$ cat src/rtl/tag_pkg.sv
// Shared types and width helpers for the set-associative tag array.
package tag_pkg;

  typedef enum logic {
    IDLE  = 1'b0,
    FLUSH = 1'b1
  } fsm_e;

  // Way-index width; a direct-mapped array still carries a 1-bit way field.
  function automatic int way_w(input int ways);
    return (ways > 1) ? $clog2(ways) : 1;
  endfunction

  // Tree-PLRU state bits per set (WAYS-1 nodes, minimum one storage bit).
  function automatic int plru_w(input int ways);
    return (ways > 1) ? ways - 1 : 1;
  endfunction

endpackage

$ cat src/rtl/tag_plru.sv
// Tree-PLRU for one set: victim decode (lowest invalid way first) and the
// state that results from marking i_touch most-recently-used.
module tag_plru
  import tag_pkg::*;
#(
  parameter int WAYS  = 2,
  parameter int WAY_W = way_w(WAYS),
  parameter int PW    = plru_w(WAYS)
) (
  input  logic [PW-1:0]    i_state,
  input  logic [WAYS-1:0]  i_valid,
  input  logic [WAY_W-1:0] i_touch,
  output logic [WAY_W-1:0] o_victim,
  output logic [PW-1:0]    o_next
);

  logic [WAY_W-1:0] w_plru_vic;
  logic [PW-1:0]    w_next;

  // Each node bit names the subtree holding the next victim (0 = lower half).
  generate
    if (WAYS == 4) begin : g_w4
      always_comb begin
        w_plru_vic = i_state[0] ? {1'b1, i_state[2]} : {1'b0, i_state[1]};
        w_next     = i_state;
        w_next[0]  = ~i_touch[1];
        if (i_touch[1]) w_next[2] = ~i_touch[0];
        else            w_next[1] = ~i_touch[0];
      end
    end else if (WAYS == 2) begin : g_w2
      assign w_plru_vic = i_state;
      assign w_next     = ~i_touch;
    end else begin : g_w1
      logic w_unused;
      assign w_unused   = ^{i_state, i_touch};
      assign w_plru_vic = '0;
      assign w_next     = '0;
    end
  endgenerate

  always_comb begin
    o_victim = w_plru_vic;
    for (int w = WAYS - 1; w >= 0; w--) begin
      if (!i_valid[w]) o_victim = WAY_W'(w);
    end
  end

  assign o_next = w_next;

endmodule

$ cat src/rtl/tag_array.sv
// Set-associative tag store with 1-cycle lookup, PLRU fill replacement and a
// one-set-per-cycle flush sweep.
module tag_array
  import tag_pkg::*;
#(
  parameter int ADDR_W   = 8,
  parameter int OFFSET_W = 1,
  parameter int INDEX_W  = 4,
  parameter int WAYS     = 2
) (
  input  logic                     clk,
  input  logic                     rst_n,
  input  logic                     lkp_valid,
  input  logic [ADDR_W-1:0]        lkp_addr,
  output logic                     lkp_ready,
  output logic                     rsp_valid,
  output logic                     rsp_hit,
  output logic                     rsp_miss,
  output logic [way_w(WAYS)-1:0]   rsp_way,
  input  logic                     fill_valid,
  input  logic [ADDR_W-1:0]        fill_addr,
  output logic                     fill_ready,
  output logic [way_w(WAYS)-1:0]   fill_way,
  output logic                     fill_done,
  input  logic                     flush_req,
  output logic                     flush_busy
);

  localparam int SETS  = 2**INDEX_W;
  localparam int TAG_W = ADDR_W - INDEX_W - OFFSET_W;
  localparam int WAY_W = way_w(WAYS);
  localparam int PW    = plru_w(WAYS);

  fsm_e                      r_state, w_state_nxt;
  logic [INDEX_W-1:0]        r_flush_idx, w_flush_idx_nxt;
  logic [SETS-1:0][WAYS-1:0] r_valid;
  logic [TAG_W-1:0]          r_tag  [SETS][WAYS];
  logic [PW-1:0]             r_plru [SETS];

  logic                      r_rsp_valid, r_rsp_hit, r_rsp_miss, r_fill_done;
  logic [WAY_W-1:0]          r_rsp_way, r_fill_way;

  logic                      w_idle, w_fill_acc, w_lkp_acc;
  logic [ADDR_W-1:0]         w_addr;
  logic [INDEX_W-1:0]        w_idx;
  logic [TAG_W-1:0]          w_tag;
  logic [WAYS-1:0]           w_set_valid, w_match;
  logic                      w_hit;
  logic [WAY_W-1:0]          w_hit_way, w_plru_vic, w_victim, w_touch;
  logic [PW-1:0]             w_plru_nxt;
  logic                      w_unused;

  // Offset bits never take part in the lookup.
  assign w_unused = ^{lkp_addr, fill_addr};

  assign w_idle     = (r_state == IDLE);
  assign fill_ready = w_idle;
  assign lkp_ready  = w_idle && !fill_valid;
  assign w_fill_acc = fill_valid && fill_ready;
  assign w_lkp_acc  = lkp_valid && lkp_ready;
  assign flush_busy = (r_state == FLUSH);

  // Fill and lookup are never accepted together, so one read port serves both.
  assign w_addr      = fill_valid ? fill_addr : lkp_addr;
  assign w_idx       = w_addr[OFFSET_W+INDEX_W-1:OFFSET_W];
  assign w_tag       = w_addr[ADDR_W-1:OFFSET_W+INDEX_W];
  assign w_set_valid = r_valid[w_idx];

  always_comb begin
    w_hit_way = '0;
    for (int w = 0; w < WAYS; w++) begin
      w_match[w] = w_set_valid[w] && (r_tag[w_idx][w] == w_tag);
    end
    for (int w = WAYS - 1; w >= 0; w--) begin
      if (w_match[w]) w_hit_way = WAY_W'(w);
    end
  end

  assign w_hit = |w_match;

  // A fill of a resident tag reuses its way so the set never holds duplicates.
  assign w_victim = w_hit ? w_hit_way : w_plru_vic;
  assign w_touch  = w_fill_acc ? w_victim : w_hit_way;

  tag_plru #(
    .WAYS (WAYS)
  ) u_plru (
    .i_state  (r_plru[w_idx]),
    .i_valid  (w_set_valid),
    .i_touch  (w_touch),
    .o_victim (w_plru_vic),
    .o_next   (w_plru_nxt)
  );

  always_ff @(posedge clk) begin
    if (!rst_n) begin
      r_state     <= IDLE;
      r_flush_idx <= '0;
    end else begin
      r_state     <= w_state_nxt;
      r_flush_idx <= w_flush_idx_nxt;
    end
  end

  always_comb begin
    w_state_nxt     = r_state;
    w_flush_idx_nxt = r_flush_idx;
    case (r_state)
      IDLE: begin
        if (flush_req) begin
          w_state_nxt     = FLUSH;
          w_flush_idx_nxt = '0;
        end
      end
      FLUSH: begin
        w_flush_idx_nxt = r_flush_idx + INDEX_W'(1);
        if (r_flush_idx == INDEX_W'(SETS - 1)) w_state_nxt = IDLE;
      end
      default: w_state_nxt = IDLE;
    endcase
  end

  always_ff @(posedge clk) begin
    if (!rst_n) begin
      r_valid <= '0;
      for (int s = 0; s < SETS; s++) r_plru[s] <= '0;
    end else begin
      if (r_state == FLUSH) r_valid[r_flush_idx] <= '0;
      if (w_fill_acc) begin
        r_valid[w_idx][w_victim] <= 1'b1;
        r_plru[w_idx]            <= w_plru_nxt;
      end else if (w_lkp_acc && w_hit) begin
        r_plru[w_idx]            <= w_plru_nxt;
      end
    end
  end

  // Tag payload needs no reset; valid bits qualify it.
  always_ff @(posedge clk) begin
    if (rst_n && w_fill_acc) r_tag[w_idx][w_victim] <= w_tag;
  end

  always_ff @(posedge clk) begin
    if (!rst_n) begin
      r_rsp_valid <= 1'b0;
      r_rsp_hit   <= 1'b0;
      r_rsp_miss  <= 1'b0;
      r_rsp_way   <= '0;
      r_fill_done <= 1'b0;
      r_fill_way  <= '0;
    end else begin
      r_rsp_valid <= w_lkp_acc;
      r_rsp_hit   <= w_lkp_acc && w_hit;
      r_rsp_miss  <= w_lkp_acc && !w_hit;
      r_rsp_way   <= (w_lkp_acc && w_hit) ? w_hit_way : '0;
      r_fill_done <= w_fill_acc;
      if (w_fill_acc) r_fill_way <= w_victim;
    end
  end

  assign rsp_valid = r_rsp_valid;
  assign rsp_hit   = r_rsp_hit;
  assign rsp_miss  = r_rsp_miss;
  assign rsp_way   = r_rsp_way;
  assign fill_done = r_fill_done;
  assign fill_way  = r_fill_way;

endmodule
$ cat config.mk
export PLATFORM = sky130hd
export DESIGN_NAME = tag_array
export DESIGN_NICKNAME = d
export VERILOG_FILES = /design/src/rtl/tag_pkg.sv /design/src/rtl/tag_plru.sv /design/src/rtl/tag_array.sv
export SDC_FILE = /design/constraint.sdc
export NUM_CORES = 1
export LEC_CHECK = 0
export CAP_MARGIN = 30
export CORE_ASPECT_RATIO = 1.1
export CORE_UTILIZATION = 61
export CTS_CLUSTER_SIZE = 16
export DETAILED_ROUTE_END_ITERATION = 12
export PLACE_DENSITY = 0.79
export SETUP_SLACK_MARGIN = 0.3
export SKIP_LAST_GASP = 1
export SLEW_MARGIN = 20
export SYNTH_ARGS = -nofsm -noshare
export SYNTH_HDL_FRONTEND = slang
export SYNTH_SLANG_ARGS = --single-unit
$ cat constraint.sdc
create_clock -name clk -period 4.8 [get_ports clk]
set_input_delay 0.96 -clock clk [delete_from_list [all_inputs] [get_ports clk]]
set_output_delay 0.96 -clock clk [all_outputs]
set_load 0.03 [all_outputs]
==> flow_metrics.env, run 1 <==
export IMPL_post_cts_buffers=0
export IMPL_drt_first_pass_iters=10
export IMPL_comb_power_share=0.107
export IMPL_leakagePower_nw=3.23
export IMPL_cp_start_kind="primary input"
export IMPL_avgSynthCellArea_um2=11.0
export IMPL_fin_nets=787
export IMPL_hold_class="reg -> reg"
export IMPL_synth_ff_type="edfxtp_1"
export IMPL_vias=6468
export IMPL_nFillCells=876
export IMPL_critPathKind="in -> reg"
export IMPL_cts_root_buf="clkbuf_16"
export IMPL_post_place_cells=900
export IMPL_rrSetupSlack_ns=1.63
export IMPL_intPower_w=0.00225
export IMPL_yosys_warnings=0
export IMPL_maxCapViolations=0
export IMPL_peakVddDrop_mv=0.258
export IMPL_status="finished with violations"
export IMPL_dieArea_um2=13600
export IMPL_worstSkewPairLatency_ns=0.43
export IMPL_hold_viol=0
export IMPL_clkTransAtPathRegs_ns=0.05
export IMPL_dp_slack_ns=-0.0285
export IMPL_fmax_mhz=233
export IMPL_skew_ns=0.00747
export IMPL_layout_drive_gt1_share=0.183
export IMPL_layout_common_cells="96 x edfxtp_1, 59 x dfxtp_1, 56 x nor2_1"
export IMPL_mappedNetlistArea_um2=7990
export IMPL_grt_pass1_wl_um=34000
export IMPL_yosys_cell_types_count=62
export IMPL_slew_viol_final=0
export IMPL_grt_pass1_vias=6316
export IMPL_antenna_found_initial=0
export IMPL_postCtsResizedCells=0
export IMPL_drt_antenna_violating_nets=0
export IMPL_final_common_cell="edfxtp_1"
export IMPL_tightestPinTransition_ns=0.779
export IMPL_violations="design-rule violations"
export IMPL_detailed_place_hpwl_um=14500
export IMPL_finalCriticalPeriod_ns=4.29
export IMPL_totalWireLength_um=21600
export IMPL_p_sw_w=0.000712
export IMPL_num_io_pins=30
export IMPL_critPathRequiredTime_ns=4.95
export IMPL_worst_ep_arrival_time_ns=4.44
export IMPL_n_antenna_cell=0
export IMPL_period_share=0.893
export IMPL_clkPwrFrac=0.408
export IMPL_floorplan_initialDensity=0.629
export IMPL_synth_edf_count=96
export IMPL_worst_setup_path_end_kind="register"
export IMPL_die_y_um=122
export IMPL_design_core_area_um2=12700
export IMPL_switching_share=0.241
export IMPL_setup_viol=0
export IMPL_cts_buffer_depth=2
export IMPL_rsz0062_at_grt="false"
export IMPL_tritoncts="yes"
export IMPL_finalWorstSetupSlack_ns=0.512
export IMPL_viasPerCell=6.94
export IMPL_portBuffers=27
export IMPL_cts_max_level=4
export IMPL_synth_seq_cells=155
export IMPL_gr_total_overflow=0
export IMPL_synthCells=725
export IMPL_drt_iter0_drc=860
export IMPL_clock_sinks=155
export IMPL_holdBufCountCts=0
export IMPL_power_frac_seq=0.485
export IMPL_p_per_area_nw_per_um2=325
export IMPL_synth_seq_area_share=0.509
export IMPL_fin_cells=932
export IMPL_rows=43
export IMPL_wl_per_cell_um=23.1
export IMPL_syn_nets=750
export IMPL_multi_input_area_um2=3460
export IMPL_critPathMaxFanout=34
export IMPL_chipWidth_um=111
export IMPL_gp_congestion=0.949
export IMPL_seq_area_um2=4060
export IMPL_grt_use_total=0.334
export IMPL_grt_start_max_net_pins=54
export IMPL_drc=4
export IMPL_syn2layout_area_growth_pct=14.1
export IMPL_slew_headroom=0.481
export IMPL_synth_async_sr_flop_share=0
export IMPL_numCtsBuffers=17
==> per-stage QoR <==
stage	TNS [ns]	hold WS, ns	utilization	power (W)	instance area, um2
after floorplan	0	0.422	-	0.00167	7990
after global placement	0	0.434	0.674	0.00176	8560
after detailed placement	-0.0851	0.447	0.674	0.00177	8560
after CTS	0	0.463	0.716	0.00295	9090
after global routing	0	0.478	0.718	0.00303	9110
final	0	0.461	0.718	0.00296	9110
==> registers in the layout, summed over array words and instances, names as in the netlist <==
signal,flops
rsp_way,1
flush_busy,1
r_flush_idx,4
rsp_hit,1
r_valid,32
fill_done,1
rsp_valid,1
r_plru,16
fill_way,1
rsp_miss,1
r_tag,96
==> routing by layer <==
metal | up-vias | global-route usage | routed length [um]
li1 | 2871 | - | -
met1 | 3136 | 0.416 | 8460
met2 | 377 | 0.551 | 10400
met3 | 84 | 0.0746 | 1820
met4 | 0 | 0.171 | 890
met5 | - | 0 | 0
==> power groups by stage <==
stage               combinational (W)  clock [W]  sequential (W)
global placement             0.000297          0         0.00146
finish                       0.000315    0.00121         0.00144
CTS                          0.000309    0.00121         0.00144
floorplan                    0.000200          0         0.00147
detailed placement           0.000305          0         0.00146
global route                 0.000335    0.00126         0.00144
==> critical path: stages <==
cell and delay (ns):
clkdlybuf4s50_1 0.59, buf_4 0.26, buf_4 0.29, nor4b_1 0.09
a31oi_1 0.19, a41oi_1 0.17, nor4_1 0.45, buf_4 0.19
xnor2_1 0.11, nand4_1 0.20, a21o_4 0.38, buf_4 0.20
nor2_1 0.20, buf_4 0.17
==> worst paths after layout <==
kind	start	endpoint	depth (start not counted)
setup / recovery	lkp_addr[1]	r_tag[5][2]	14
hold / removal	r_plru[5]	r_plru[5]	2
setup reg to reg	r_tag[5][5]	r_tag[4][3]	8
hold reg to reg	r_plru[5]	r_plru[5]	2
==> final cells by class <==
cell class	count	share of cell area
Clock buffer	25	0.0535
Clock inverter	7	0.00467
Inverter	31	0.0128
Multi-Input combinational cell	472	0.380
Sequential cell	155	0.446
Tap cell	157	0.0216
Timing Repair Buffer	85	0.0813
==> Yosys cell counts, drive strengths merged, types with 2 or more instances <==
| cell | instances | area [um2] |
|---|---|---|
| a2111oi | 2 | 37.5 |
| a21o | 21 | 159 |
| a21oi | 27 | 135 |
| a22o | 4 | 35.0 |
| a22oi | 11 | 82.6 |
| a31oi | 21 | 131 |
| a32oi | 9 | 86.3 |
| a41oi | 26 | 235 |
| and2 | 11 | 68.8 |
| and3 | 4 | 25.0 |
| buf | 42 | 272 |
| clkbuf | 25 | 95.1 |
| dfxtp | 59 | 1180 |
| edfxtp | 96 | 2880 |
| ha | 4 | 50.1 |
| inv | 31 | 116 |
| mux2i | 22 | 224 |
| mux4 | 12 | 270 |
| nand2 | 37 | 141 |
| nand2b | 29 | 184 |
| nand3 | 2 | 10.0 |
| nand4 | 2 | 12.5 |
| nor2 | 57 | 216 |
| nor2b | 11 | 68.8 |
| nor3 | 8 | 50.1 |
| nor4 | 27 | 205 |
| nor4b | 20 | 175 |
| o2111ai | 2 | 23.8 |
| o211ai | 22 | 165 |
| o21ai | 13 | 65.1 |
| o311ai | 8 | 70.1 |
| o32a | 22 | 220 |
| o32ai | 2 | 25.0 |
| or2 | 20 | 125 |
| xnor2 | 6 | 52.6 |
==> kinds of logic (layout without fill, tap and decap cells) <==
kind of cell	after synthesis	in the layout	synth area share
xor gates and xnor gates	6	6	0.00658
DFF	155	155	0.509
muxes	34	34	0.0619
adders and majority gates	4	4	0.00627
and+or+nand+nor	232	232	0.164
AOI/OAI and AO/OA	196	196	0.191
buffers and inverters	98	148	0.0605
Power figures use the tool's default switching activity.
==> run 2: changes to the inputs <==
--- a/config.mk
+++ b/config.mk
@@ -11,7 +11,6 @@
 export CTS_CLUSTER_SIZE = 16
 export DETAILED_ROUTE_END_ITERATION = 12
 export PLACE_DENSITY = 0.79
-export SETUP_SLACK_MARGIN = 0.3
 export SKIP_LAST_GASP = 1
 export SLEW_MARGIN = 20
 export SYNTH_ARGS = -nofsm -noshare
==> run 2 against run 1 <==
The run still ends with design-rule violations left; setup slack worse by 0.26 ns; critical path depth down 2; register-to-register slack worse by 0.17 ns; clock-buffer cell count stayed put; power down 0.12%; global-route usage unchanged; cell count unchanged; largest cell class unchanged.
==> flow_metrics.env, run 2 (synthesis gave the netlist of run 1 again) <==
export IMPL_worstSkewPairLatency_ns=0.43
export IMPL_cp_slowest_cell="nor2b_2"
export IMPL_skew_ns=0.00720
export IMPL_portBuffers=27
export IMPL_clock_sinks=155
export IMPL_worst_ep_arrival_time_ns=4.69
export IMPL_drc=4
export IMPL_vias=6484
export IMPL_cp_start_kind="primary input"
export IMPL_fmax_mhz=220
export IMPL_top_register="r_tag"
export IMPL_floorplan_initialDensity=0.629
export IMPL_p_per_area_nw_per_um2=325
export IMPL_critPathMostFrequentCell="buf_4"
export IMPL_total_power_w=0.00296
export IMPL_setup_viol=0
export IMPL_finalWorstSetupSlack_ns=0.255
export IMPL_violations="design-rule violations"
export IMPL_path_cells="clkdlybuf4s50_1 > nor2b_2 > buf_4 > a31oi_1 > a41oi_1 > nor4_1 > buf_4 > xnor2_1 > nand4_1 > a21o_2 > nor3_1 > buf_4"
export IMPL_gr_total_overflow=0
export IMPL_num_io_pins=30
export IMPL_slowest_delay_ns=0.69
export IMPL_peakVddDrop_mv=0.264
export IMPL_p_sw_w=0.000709
export IMPL_totalWireLength_um=21500
export IMPL_critPathRequiredTime_ns=4.94
export IMPL_top_regs="r_tag x96, r_valid x32, r_plru x16"
export IMPL_grt_start_max_net_pins=54
export IMPL_critPathKind="in -> reg"
export IMPL_nFillCells=877
export IMPL_fin_cells=932
export IMPL_slew_headroom=0.455
export IMPL_period_share=0.947
export IMPL_gp_congestion=0.949
export IMPL_power_frac_seq=0.486
export IMPL_critPathMaxFanout=34
export IMPL_tritoncts="yes"
export IMPL_hold_class="reg -> reg"
export IMPL_tightestPinTransition_ns=0.814
export IMPL_multi_input_area_um2=3440
export IMPL_grt_pass1_vias=6316
export IMPL_maxCapViolations=0
export IMPL_syn2layout_area_growth_pct=13.8
export IMPL_antenna_found_initial=0
export IMPL_drt_iter0_drc=909
export IMPL_comb_power_share=0.106
export IMPL_grt_pass1_wl_um=34000
export IMPL_crit_buf_inv=4
export IMPL_post_place_cells=900
export IMPL_seq_area_um2=4060
export IMPL_largest_register_ffs=96
export IMPL_status="finished with violations"
export IMPL_switching_share=0.240
export IMPL_cts_root_buf="clkbuf_16"
export IMPL_numCtsBuffers=17
export IMPL_layout_common_cells="96 x edfxtp_1, 59 x dfxtp_1, 56 x nor2_1"
export IMPL_n_antenna_cell=0
export IMPL_detailed_place_hpwl_um=14500
export IMPL_post_cts_buffers=0
export IMPL_crit_family="simple AND/OR/NAND/NOR gates"
export IMPL_clkPwrFrac=0.408
export IMPL_wl_per_cell_um=23.0
export IMPL_rsz0062_at_grt="false"
export IMPL_postCtsResizedCells=0
export IMPL_finalCriticalPeriod_ns=4.54
export IMPL_slew_viol_final=0
export IMPL_worst_setup_path_end_kind="register"
export IMPL_fin_nets=787
export IMPL_design_core_area_um2=12700
export IMPL_chipWidth_um=111
export IMPL_dp_slack_ns=-0.0285
export IMPL_drt_antenna_violating_nets=0
export IMPL_cts_max_level=4
export IMPL_dieArea_um2=13600
export IMPL_viasPerCell=6.96
export IMPL_holdBufCountCts=0
export IMPL_cts_buffer_depth=2
export IMPL_final_common_cell="edfxtp_1"
export IMPL_intPower_w=0.00225
export IMPL_leakagePower_nw=3.22
export IMPL_clkTransAtPathRegs_ns=0.05
export IMPL_layout_drive_gt1_share=0.179
export IMPL_grt_use_total=0.334
export IMPL_hold_viol=0
export IMPL_rows=43
export IMPL_die_y_um=122
export IMPL_drt_first_pass_iters=11
run 2: worst register-to-register path: cells and delay by family (launching register included):
kind	cells	cell delay, ns
AO/OA/AOI/OAI	4	1.23
AND/OR/NAND/NOR	3	1.15
flip-flops	1	0.39
XOR/XNOR	1	0.20
run 2: stage by stage:
step           TNS [ns]  utilization  instance area, um2  hold slack (ns)
2_1_floorplan         0            -                7990            0.422
3_3_place_gp          0        0.674                8560            0.434
3_5_place_dp    -0.0851        0.674                8560            0.447
4_1_cts               0        0.716                9090            0.463
5_1_grt               0        0.716                9090            0.478
6_report              0        0.716                9090            0.462
run 2: per-layer routing:
metal / vias to the layer above / global-route usage / wire [um]
met2: 394 / 0.551 / 10500
met4: 0 / 0.171 / 833
met3: 81 / 0.0746 / 1940
met1: 3139 / 0.416 / 8250
li1: 2870 / - / -
met5: - / 0 / 0
run 2: area by class of cell:
cell class | count | share of cell area
Timing Repair Buffer | 85 | 0.0815
Tap cell | 157 | 0.0216
Multi-Input combinational cell | 472 | 0.379
Clock buffer | 25 | 0.0537
Inverter | 31 | 0.0128
Clock inverter | 7 | 0.00468
Sequential cell | 155 | 0.447
run 2: worst paths after layout:
path / slack, ns / endpoint / cells after the start / from
worst max-delay path: 0.26 / r_tag[10][1] / 12 / fill_addr[1]
worst min-delay path: 0.46 / r_plru[5] / 2 / r_plru[5]
worst max register to register: 1.46 / r_tag[4][3] / 8 / r_tag[5][5]
worst min register to register: 0.46 / r_plru[5] / 2 / r_plru[5]
run 2: power by group through the flow:
stage / Combinational, W / Clock, W / Sequential, W
3_5_place_dp: 0.000305 / 0 / 0.00146
3_3_place_gp: 0.000297 / 0 / 0.00146
4_1_cts: 0.000309 / 0.00121 / 0.00144
6_report: 0.000314 / 0.00121 / 0.00144
5_1_grt: 0.000334 / 0.00126 / 0.00144
2_1_floorplan: 0.000200 / 0 / 0.00147
==> patch 1, RTL diff (config.mk and constraints of run 1) <==
`WAYS` is set to 2 in 2 places; all go to 4.
--- a/src/rtl/tag_plru.sv
+++ b/src/rtl/tag_plru.sv
@@ -4,5 +4,5 @@
   import tag_pkg::*;
 #(
-  parameter int WAYS  = 2,
+  parameter int WAYS  = 4,
   parameter int WAY_W = way_w(WAYS),
   parameter int PW    = plru_w(WAYS)
--- a/src/rtl/tag_array.sv
+++ b/src/rtl/tag_array.sv
@@ -7,5 +7,5 @@
   parameter int OFFSET_W = 1,
   parameter int INDEX_W  = 4,
-  parameter int WAYS     = 2
+  parameter int WAYS     = 4
 ) (
   input  logic                     clk,
Ports: changed (resized fill_way and rsp_way); port bits go from 30 to 32. No check against the original RTL was run, so the function may have changed too.
==> patch 1 against run 1 <==
- sequential cell count up 162
- clock power up 100%
- wire length up 95%
- setup slack worse by 0.18 ns
- total power up 120%
- design area up 93%
- first-iteration DRC count up 47%
- synthesized area up 79%
==> patch 1: results (changes against run 1) <==
Outcome: finished, final reports clean
Syn_area_per_cell: 12.37 sq um (+12%)
H-tree depth: 1 (-3)
Placed Cells: 1,621 (+80%)
R2r setup slk: 1.61 ns (-0.02 ns)
Routability cong.: 0.9650 (+1.7%)
Maximum vdd drop: 0.0003357 V (+30%)
Initial detailed-routing violation count: 1,261 (+47%)
Clock-net power: 2420 uW (+100%)
Compound-Gate Fraction of Synth Area: 19.12% (-0.028 points)
#FFs+latches synth: 317 (+100%)
Syn nets: 1,180 (+57%)
Non-filler cells, final: 1,684 (+81%)
Layout Skew: 0.01055 ns (+0.003088 ns)
Multi-input combinational area share: 29.17% (-8.9 points)
Final nets: 1,385 (+76%)
Layout clock area frac: 5.742% (-0.079 points)
Drt total wl: 42,060 um (+95%)
Synth Area in XOR/XNOR: 0.7354% (+0.077 points)
Biggest regs: r_tag x192, r_valid x64, r_plru x48
Place WS: -0.2897 ns (-0.2613 ns)
Worst setup margin: 0.3330 ns (-0.1788 ns)
Fraction of layout cells with a size suffix above 1: 25.36% (+7.0 points)
Buffer depth of the longest clock path: 3 (+1)
Number of synthesized flops with an enable pin: 240 (+150%)
R2R cell count: 12 (+4)
Pleak: 0.006551 uW (+100%)
Most frequent cells after synthesis: 240 x edfxtp_1, 164 x a21o_1, 114 x nor2_1
Multi-input gates: 732 (+55%)
Worst Tran Pin Value: 0.8957 ns (+0.1166 ns)
Fin util: 76.87% (+5.1 points)
[patch 1: cell types whose count changed in the layout (fill, tap and decap cells not counted), sizes merged, moves of 20 or more]
cell,delta
o32a,-21
a31oi,-20
o21ai,+67
nor4b,-20
nand2b,-21
o211ai,-20
a21o,+143
nor2,+64
nand2,+44
buf,+163
edfxtp,+144
[patch 1: layer usage]
metal | up-vias | GRT usage (%) | share of wire, %
met2 | 772 | 58.88 | 48
met4 | 0 | 18.93 | 5.8
met1 | 5363 | 43.31 | 36
met5 | - | 0 | 0
met3 | 176 | 5.994 | 9.8
li1 | 4801 | - | -
[patch 1: critical path: stages]
cell	delay (ns)
clkdlybuf4s50_1	0.51
buf_12	0.18
or3b_1	0.40
buf_12	0.19
buf_4	0.18
a21o_1	0.17
a41oi_1	0.25
nor4_2	0.10
xnor2_1	0.16
or4_4	0.53
nand4_4	0.16
o2bb2ai_2	0.13
buf_4	0.19
nor3_1	0.33
buf_4	0.24
==> patch 2, RTL diff (flow settings as in run 1) <==
Without the edit above. Make the reset (`rst_n`) asynchronous in 3 clocked blocks.
--- a/src/rtl/tag_array.sv
+++ b/src/rtl/tag_array.sv
@@ -93,5 +93,5 @@
   );
 
-  always_ff @(posedge clk) begin
+  always_ff @(posedge clk or negedge rst_n) begin
     if (!rst_n) begin
       r_state     <= IDLE;
@@ -121,5 +121,5 @@
   end
 
-  always_ff @(posedge clk) begin
+  always_ff @(posedge clk or negedge rst_n) begin
     if (!rst_n) begin
       r_valid <= '0;
@@ -141,5 +141,5 @@
   end
 
-  always_ff @(posedge clk) begin
+  always_ff @(posedge clk or negedge rst_n) begin
     if (!rst_n) begin
       r_rsp_valid <= 1'b0;
Formal check against the unedited RTL: differs if rst_n is asserted again (counterexample within 4 cycles, from zero or initial values and one cycle with rst_n low); with rst_n held inactive, the same outputs for 4 cycles.
==> patch 2 against run 1 <==
- first-iteration DRC count down 18%
- critical path type unchanged
- worst hold slack better by 0.034 ns
- design area down 4.7%
- sequential cell count unchanged
- highest routed layer unchanged
- synthesized area down 7.1%
- setup slack worse by 0.026 ns
- wire length down 8.8%
- largest cell class unchanged
Power is not compared: it rests on default switching activity, and its combinational part moved more than twofold at a synthesized area within 25%.
==> patch 2: results (changes against run 1) <==
IO Port Bufs: 27 (unchanged)
Worst Hold Path Cells: 1 (-1)
Clock-net power: 1480 uW
All-Layer GR Usage: 33.31% (-0.043 points)
Top post-synthesis cells by area: edfxtp_1 39%, dfrtp_1 20%, o21bai_1 7.9%
Seq power: 1760 uW
FF-to-FF End: r_tag[0][1]
Compound-Gate Fraction of Synth Area: 17.65% (-1.5 points)
Metal1 wirelength: 7333 um (-13%)
First-pass GRT wire length: 30,750 um (-9.6%)
Initial detailed-routing violation count: 705 (-18%)
Fraction of layout cells with a size suffix above 1: 18.75% (+0.43 points)
Worst Tran Pin Value: 0.8433 ns (+0.06420 ns)
RR Startpoint: r_tag[14][2]
Met2 usage: 53.02% (-2.1 points)
Multiplexer share of the synthesized area: 6.963% (+0.77 points)
Critical path peak fanout: 19 (-44%)
Number of global-route vias before repair: 5,615 (-11%)
Syn nets: 624 (-17%)
DR WL met2: 9531 um (-8.3%)
Routability cong.: 0.9624 (+1.4%)
Hold WS: 0.4952 ns (+0.03447 ns)
Met3 wire len: 1852 um (+1.8%)
DR vias/cell: 6.841 (-1.4%)
Pleak: 0.003468 uW
Layout Skew: 0.01010 ns (+0.002637 ns)
Seq/Total Area, Yosys: 58.74% (+7.8 points)
Via count: 5,514 (-15%)
Pin count of the biggest net entering global routing: 76 (+41%)
Placed Instance Area: 8034 sq um (-6.1%)
Final Cycle Share: 89.87% (+0.54 points)
Number of diodes: 0 (unchanged)
Worst Path Arrival: 4.46 ns (+0.02 ns)
Count of cell types in the netlist: 58 (-6.5%)
Ys async rst share: 38.06% (+38 points)
Buffer depth of the longest clock path: 2 (unchanged)
Post-CTS Setup Repair Bufs: 0 (unchanged)
Hold path endpoint: r_valid[17]
Final nets: 669 (-15%)
Outcome: finished, final reports clean
R2r setup slk: 1.87 ns (+0.24 ns)
TritonRoute pass-1 iters: 5 (-5)
Most frequent cells after synthesis: 96 x edfxtp_1, 78 x o21bai_1, 59 x dfrtp_1
Max Used Layer: met4
Routing usage on met1: 43.21% (+1.6 points)
Hold path start: r_valid[17]
Critical path startpoint: fill_valid
HPWL after detailed placement: 12,890 um (-11%)
Place WS: 0.09083 ns (+0.1193 ns)
Root buffer cell: clkbuf_16
Clk_lat worst skew: 0.42 ns
Synth Area in XOR/XNOR: 0.9442% (+0.29 points)
P_comb: 759 uW
Post-Synthesis Cells: 599 (-17%)
R2R cell count: 10 (+2)
Routed WL per cell: 24.41 um (+5.5%)
Met3 Use GR: 6.921% (-0.54 points)
Placed Cells: 775 (-14%)
Maximum vdd drop: 0.0003658 V
Adder-Cell Fraction of Synth Area: 0.6744% (+0.048 points)
==> patch 2: cell types whose count changed in the layout (fill, tap and decap cells not counted), sizes merged, moves of 19 or more <==
cell	delta
a21o	-20
a21oi	-24
a31oi	-21
dfrtp	+59
dfxtp	-59
nand2b	-25
nor2	-29
nor4	-19
nor4b	-20
o211ai	-21
o21ai	+26
o21bai	+78
o32a	-22
==> patch 2: layout make-up <==
class | count | area (sq um)
Fill cell | 729 | 2959
Timing Repair Buffer | 69 | 643.1
Inverter | 19 | 71.32
Sequential cell | 155 | 4359
Tap cell | 150 | 187.7
Clock inverter | 13 | 216.5
Multi-Input combinational cell | 382 | 2779
Clock buffer | 18 | 429.2
==> patch 2: worst max-delay path: stages <==
cell,delay (ns)
clkdlybuf4s50_1,0.58
buf_12,0.19
and3b_1,0.27
buf_4,0.21
o21bai_1,0.13
a41oi_1,0.15
a2111oi_2,0.47
xnor2_1,0.23
and4_4,0.31
o211ai_1,0.15
buf_12,0.19
buf_4,0.19
nor4_1,0.21
buf_4,0.20
